==> config.mk <==
export PLATFORM = sky130hd
export DESIGN_NAME = count_job_scheduler_flat
export DESIGN_NICKNAME = d
export VERILOG_FILES = /design/src/rtl/count_job_if.sv /design/src/rtl/count_job_scheduler.sv /design/src/flat_wrapper.sv
export SDC_FILE = /design/constraint.sdc
export NUM_CORES = 1
export LEC_CHECK = 0
export CORE_MARGIN = 2
export CORE_UTILIZATION = 40
export DETAILED_ROUTE_END_ITERATION = 10
export GPL_TIMING_DRIVEN = 0
export PLACE_DENSITY_LB_ADDON = 0.1
export SLEW_MARGIN = 20
export SYNTH_ARGS = -nofsm -noshare
export SYNTH_HDL_FRONTEND = slang
export SYNTH_SLANG_ARGS = --single-unit
==> constraint.sdc <==
create_clock -name clk -period 1.56 [get_ports clk]
set_input_delay 0.312 -clock clk [delete_from_list [all_inputs] [get_ports clk]]
set_output_delay 0.312 -clock clk [all_outputs]
set_load 0.03 [all_outputs]
==> src/rtl/count_job_if.sv <==
// Request/grant bundle between client FSMs (master) and the shared count engine
// scheduler (slave).
interface count_job_if #(
    parameter int NUM_REQ = 4,
    parameter int CNT_W   = 4,
    parameter int ID_W    = $clog2(NUM_REQ)
);
    logic [NUM_REQ-1:0]       req;
    logic [NUM_REQ*CNT_W-1:0] len;
    logic [NUM_REQ-1:0]       grant;
    logic [ID_W-1:0]          grant_id;
    logic [CNT_W-1:0]         counter;
    logic                     busy;
    logic [NUM_REQ-1:0]       done;
    logic                     abort;

    modport master (
        output req, len,
        input  grant, grant_id, counter, busy, done, abort
    );

    modport slave (
        input  req, len,
        output grant, grant_id, counter, busy, done, abort
    );
endinterface

==> src/rtl/count_job_scheduler.sv <==
// Round-robin scheduler sharing one up-counter between NUM_REQ requesters:
// grant, count 0..len, pulse done (or abort if the owner drops req mid-count).
module count_job_scheduler #(
    parameter int  NUM_REQ = 4,
    parameter int  CNT_W   = 4,
    localparam int ID_W    = $clog2(NUM_REQ)
) (
    input logic       clk,
    input logic       rst,
    count_job_if.slave bus
);

    typedef enum logic [1:0] {
        ST_IDLE  = 2'd0,
        ST_COUNT = 2'd1,
        ST_DONE  = 2'd2
    } state_e;

    state_e             state_q, state_d;
    logic [NUM_REQ-1:0] grant_q, grant_d;
    logic [ID_W-1:0]    grant_id_q, grant_id_d;
    logic [ID_W-1:0]    last_q, last_d;
    logic [CNT_W-1:0]   len_q, len_d;
    logic [CNT_W-1:0]   counter_q, counter_d;
    logic [NUM_REQ-1:0] done_q, done_d;
    logic               abort_q, abort_d;
    logic               busy_q, busy_d;

    logic [CNT_W-1:0]   len_arr_s [NUM_REQ];
    logic               win_found_s;
    logic [ID_W-1:0]    win_id_s;
    logic               abandon_s;
    logic               at_term_s;

    for (genvar g = 0; g < NUM_REQ; g++) begin : g_len_unpack
        assign len_arr_s[g] = bus.len[g*CNT_W +: CNT_W];
    end

    assign abandon_s = ~bus.req[grant_id_q];
    assign at_term_s = (counter_q == len_q);

    // Round-robin search starting one past the last served requester.
    always_comb begin
        int          cand;
        logic [ID_W-1:0] cand_id;
        win_found_s = 1'b0;
        win_id_s    = '0;
        cand        = 0;
        cand_id     = '0;
        for (int k = 1; k <= NUM_REQ; k++) begin
            cand = int'(last_q) + k;
            if (cand >= NUM_REQ) begin
                cand = cand - NUM_REQ;
            end else begin
                cand = cand;
            end
            cand_id = ID_W'(cand);
            if (!win_found_s && bus.req[cand_id]) begin
                win_found_s = 1'b1;
                win_id_s    = cand_id;
            end else begin
                win_found_s = win_found_s;
            end
        end
    end

    // State and all registered outputs.
    always_ff @(posedge clk) begin
        if (rst) begin
            state_q    <= ST_IDLE;
            grant_q    <= '0;
            grant_id_q <= '0;
            last_q     <= ID_W'(NUM_REQ - 1);
            len_q      <= '0;
            counter_q  <= '0;
            done_q     <= '0;
            abort_q    <= 1'b0;
            busy_q     <= 1'b0;
        end else begin
            state_q    <= state_d;
            grant_q    <= grant_d;
            grant_id_q <= grant_id_d;
            last_q     <= last_d;
            len_q      <= len_d;
            counter_q  <= counter_d;
            done_q     <= done_d;
            abort_q    <= abort_d;
            busy_q     <= busy_d;
        end
    end

    // Next-state decode.
    always_comb begin
        state_d = state_q;
        case (state_q)
            ST_IDLE: begin
                if (win_found_s) begin
                    state_d = ST_COUNT;
                end else begin
                    state_d = ST_IDLE;
                end
            end
            ST_COUNT: begin
                if (abandon_s) begin
                    state_d = ST_IDLE;
                end else if (at_term_s) begin
                    state_d = ST_DONE;
                end else begin
                    state_d = ST_COUNT;
                end
            end
            ST_DONE: state_d = ST_IDLE;
            default: state_d = ST_IDLE;
        endcase
    end

    // Next values of the registered outputs; the pointer only moves on done or abandon.
    always_comb begin
        grant_d    = grant_q;
        grant_id_d = grant_id_q;
        last_d     = last_q;
        len_d      = len_q;
        counter_d  = counter_q;
        done_d     = '0;
        abort_d    = 1'b0;
        case (state_q)
            ST_IDLE: begin
                counter_d = '0;
                if (win_found_s) begin
                    grant_d    = {{(NUM_REQ-1){1'b0}}, 1'b1} << win_id_s;
                    grant_id_d = win_id_s;
                    len_d      = len_arr_s[win_id_s];
                end else begin
                    grant_d    = '0;
                    grant_id_d = '0;
                end
            end
            ST_COUNT: begin
                if (abandon_s) begin
                    grant_d    = '0;
                    grant_id_d = '0;
                    counter_d  = '0;
                    abort_d    = 1'b1;
                    last_d     = grant_id_q;
                end else if (at_term_s) begin
                    counter_d = '0;
                    done_d    = grant_q;
                end else begin
                    counter_d = counter_q + {{(CNT_W-1){1'b0}}, 1'b1};
                end
            end
            ST_DONE: begin
                grant_d    = '0;
                grant_id_d = '0;
                counter_d  = '0;
                last_d     = grant_id_q;
            end
            default: begin
                grant_d    = '0;
                grant_id_d = '0;
                counter_d  = '0;
            end
        endcase
        busy_d = (state_d == ST_COUNT) || (state_d == ST_DONE);
    end

    assign bus.grant    = grant_q;
    assign bus.grant_id = grant_id_q;
    assign bus.counter  = counter_q;
    assign bus.busy     = busy_q;
    assign bus.done     = done_q;
    assign bus.abort    = abort_q;

endmodule

==> src/flat_wrapper.sv <==
// flat-port wrapper written by rule: the top's interface ports become plain ports
module count_job_scheduler_flat 
#(
    parameter int  NUM_REQ = 4,
    parameter int  CNT_W   = 4,
    localparam int ID_W    = $clog2(NUM_REQ)
)
  (clk, rst, bus_req, bus_len, bus_grant, bus_grant_id, bus_counter, bus_busy, bus_done, bus_abort);
  count_job_if #(.NUM_REQ(NUM_REQ), .CNT_W(CNT_W)) bus_i ();
  input logic clk;
  input logic rst;
  input wire logic [$bits(bus_i.req)-1:0] bus_req;
  input wire logic [$bits(bus_i.len)-1:0] bus_len;
  output wire logic [$bits(bus_i.grant)-1:0] bus_grant;
  output wire logic [$bits(bus_i.grant_id)-1:0] bus_grant_id;
  output wire logic [$bits(bus_i.counter)-1:0] bus_counter;
  output wire logic [$bits(bus_i.busy)-1:0] bus_busy;
  output wire logic [$bits(bus_i.done)-1:0] bus_done;
  output wire logic [$bits(bus_i.abort)-1:0] bus_abort;
  assign bus_i.req = bus_req;
  assign bus_i.len = bus_len;
  assign bus_grant = bus_i.grant;
  assign bus_grant_id = bus_i.grant_id;
  assign bus_counter = bus_i.counter;
  assign bus_busy = bus_i.busy;
  assign bus_done = bus_i.done;
  assign bus_abort = bus_i.abort;
  count_job_scheduler #(.NUM_REQ(NUM_REQ), .CNT_W(CNT_W)) u_core (.clk(clk), .rst(rst), .bus(bus_i));
endmodule
==> impl_metrics.toml <==
[power]
leakage_nw = 0.791
p_per_area_nw_per_um2 = 1030
sw_frac_of_total_pct = 33.6
netSwitchingPower_w = 0.000588
combPwrFrac_pct = 37.8
seq_power_share_pct = 43.4
ir_drop_v = 0.000668
power_frac_clock_pct = 18.8
internal_power_w = 0.00116

[final_layout]
nets = 194
diodes = 0
area_delta_synth_final_pct = 49.7
final_cells = 201
drive_above_1_share_pct = 22.4

[logic_synthesis]
synth_nets = 142
synth_cell_type_count = 38
yosysSeqAreaShare_pct = 42.4
synth_edf_count = 0
netlist.top_cell.by_area = "dfxtp_1"
synth-adder-area-share_pct = 1.10
synth_ff_type = "dfxtp_1"
synthMuxAreaShare_pct = 6.41
synth_xor_area_share_pct = 4.64
synthCells = 119
async_reset_ff_share_pct = 0
synth-compound-area-share_pct = 19.1
ys_warn_count = 0
synth_top_area_share_pct = 42.4
yosys.area_share.simple_pct = 22.2
synth_area_leaders = "dfxtp_1, nor2_1, xnor2_1, nand2_1, a211oi_1"
synth_top_family_by_area = "simple AND/OR/NAND/NOR gates"
synth_seq_cells = 24
synth_area_um2 = 1130
synth_area_per_cell_um2 = 9.52

[critical_path]
slowest_stage = "mux4_2"
worst-path-max-fanout = 7
crit_type = "reg2reg"
start_kind = "flip-flop"
crit_start = "u_core.bus.grant_id[0]$_SDFFE_PP0P_"
r2r-start = "u_core.bus.grant_id[0]$_SDFFE_PP0P_"
endpoint_kind = "flip-flop"
cp_data_arrival_time_ns = 1.81
cp.required_ns = 1.79
max_stage_delay_ns = 0.54
worstPathCellList = "mux4_2 > nor3b_4 > and2b_2 > and2_1"

[sta]
hold_viol = 0
fin_tns_setup_ns = -0.0893
drv_slew = 0
whs_ns = 0.482
rsz0062_at_grt = "true"
fin_crit_sh_pct = 101
setup_ws_ns = -0.0228
min_period_ns = 1.58
finClkSkew_ns = 0.00157
slew_headroom_pct = 74.6
fmax_ghz = 0.632
tightest_slew_ns = 0.381
finalSetupViolCount = 5

[drt]
wl_met1_um = 1130
highest_layer = "met4"
ant_nets = 0
vias = 1064
viasPerCell = 5.29
wl_met2_um = 1360
routed-wl-met3_um = 133
wire_per_inst_um = 13.3
drtIter0Drc = 14
drc = 0
drt_pass1_iterations = 4
drt-total-wl_um = 2670

[place]
gp_congestion = 0.783
dp.final_hpwl_um = 1970
numPortBuffers = 37
dp_worst_setup_slack_ns = -0.746
dp.cells = 187

[die]
die_w_um = 57.2
core.rowCount = 19
ios = 38
initial_utilization_pct = 41.4
die_height_um = 57.2
core_um2 = 2730
dieArea_um2 = 3270

[clocking]
clk_latency_ns = 0.31
ctsHoldBuffers = 0
cts_made_buffers = 3
root_buffer = "clkbuf_4"
clkSinkCount = 24
clk_path_buf_depth = 2
h-tree-depth = 1
tritoncts = "yes"
clk_pin_slew_ns = 0.13

[global_route]
grt_overflow = 0
grt_pass1_wl_um = 4370
antenna_found_initial = 0
grt_usage_pct = 17.1
grt_pass1_vias = 1025
grt_max_degree = 14

[worst_hold_path]
min_path_type = "reg2reg"
min-delay-start = "u_core.bus.grant[2]$_SDFFE_PP0P_"

[outcome]
status = "complete, but fails checks"
violations = "setup timing"

[run]
cap_violations = 0
==> logic make-up (layout without fill, tap and decap cells) <==
family,Yosys count,after routing
multiplexers,5,5
XOR/XNOR,6,6
AND/OR/NAND/NOR,47,47
AO/OA/AOI/OAI,28,28
buffers and inverters,8,59
adder cells (fa/ha/maj),1,1
flip-flops,24,24
==> power by group through the flow <==
| stage | Clock [W] | Combinational [W] | Sequential, W |
|---|---|---|---|
| floorplan | 0 | 0.000335 | 0.000828 |
| global placement | 0 | 0.000580 | 0.000773 |
| detailed placement | 0 | 0.000591 | 0.000776 |
| CTS | 0.000335 | 0.000656 | 0.000760 |
| global route | 0.000362 | 0.000715 | 0.000773 |
| finish | 0.000328 | 0.000661 | 0.000760 |
==> metal layers <==
layer	up-vias	global-route usage, %
met4	0	8.31
met3	6	1.59
met2	41	31.4
met1	498	19.8
met5	-	0
li1	519	-
==> cell type report <==
type	count	area, µm²
Tap cell	31	38.8
Buffer	1	12.5
Inverter	6	22.5
Fill cell	250	1040
Multi-Input combinational cell	87	666
Timing Repair Buffer	48	434
Clock buffer	4	36.3
Sequential cell	24	485
==> final timing paths <==
check / slack [ns] / to / depth (start not counted)
hold reg to reg: 0.48 / u_core.bus.grant[2]$_SDFFE_PP0P_ / 2
setup / recovery: -0.02 / u_core.bus.done[2]$_SDFF_PP0_ / 4
hold / removal: 0.48 / u_core.bus.grant[2]$_SDFFE_PP0P_ / 2
setup reg to reg: -0.02 / u_core.bus.done[2]$_SDFF_PP0_ / 4
==> what timing repair did <==
item,4_1_cts,5_1_grt
endpoints found under the setup margin,34,14
gates resized for setup,29,5
pin swaps,11,4
buffers inserted,10,1
hold endpoints to repair,0,0
==> worst max-delay path, delay by kind of cell (launching register included) <==
| kind | cells | cell delay [ns] |
|---|---|---|
| multiplexers | 1 | 0.54 |
| AND/OR/NAND/NOR | 3 | 0.58 |
| flip-flops | 1 | 0.37 |
==> placed cells by master (no fill, tap or decap), types with 3 or more instances in the layout <==
cell type | netlist | routed
and2_1 | 4 | 3
dfxtp_1 | 24 | 22
clkbuf_4 | 0 | 3
inv_1 | 6 | 6
dlygate4sd2_1 | 0 | 18
clkdlybuf4s50_1 | 0 | 17
a211oi_1 | 5 | 3
xnor2_1 | 5 | 5
o21ai_0 | 3 | 3
nor2_1 | 13 | 12
buf_4 | 0 | 10
nand2_1 | 11 | 10
a211o_1 | 3 | 3
==> Yosys cell counts, drive strengths merged (3+ instances only) <==
master,count
dfxtp,24
nor2,14
a211o,3
nand2,11
xnor2,5
o21ai,7
inv,6
and2,4
and2b,4
a211oi,5
==> metrics by stage <==
stage          cell area (µm²)  power (W)  utilization, %
3_5_place_dp              1560    0.00137            57.0
3_3_place_gp              1560    0.00135            57.0
6_report                  1700    0.00175            62.0
4_1_cts                   1690    0.00175            61.7
2_1_floorplan             1150    0.00116               -
5_1_grt                   1700    0.00185            62.0
==> state kept, by name, summed over array words and instances (netlist names) <==
register and count:
u_core.bus.done 4, u_core.bus.counter 4, u_core.len_q 4, u_core.bus.grant 4
u_core.bus.grant_id 2, u_core.bus.abort 1, u_core.last_q 2, u_core.bus.busy 1
u_core.state_q 2
Power figures use the tool's default switching activity.
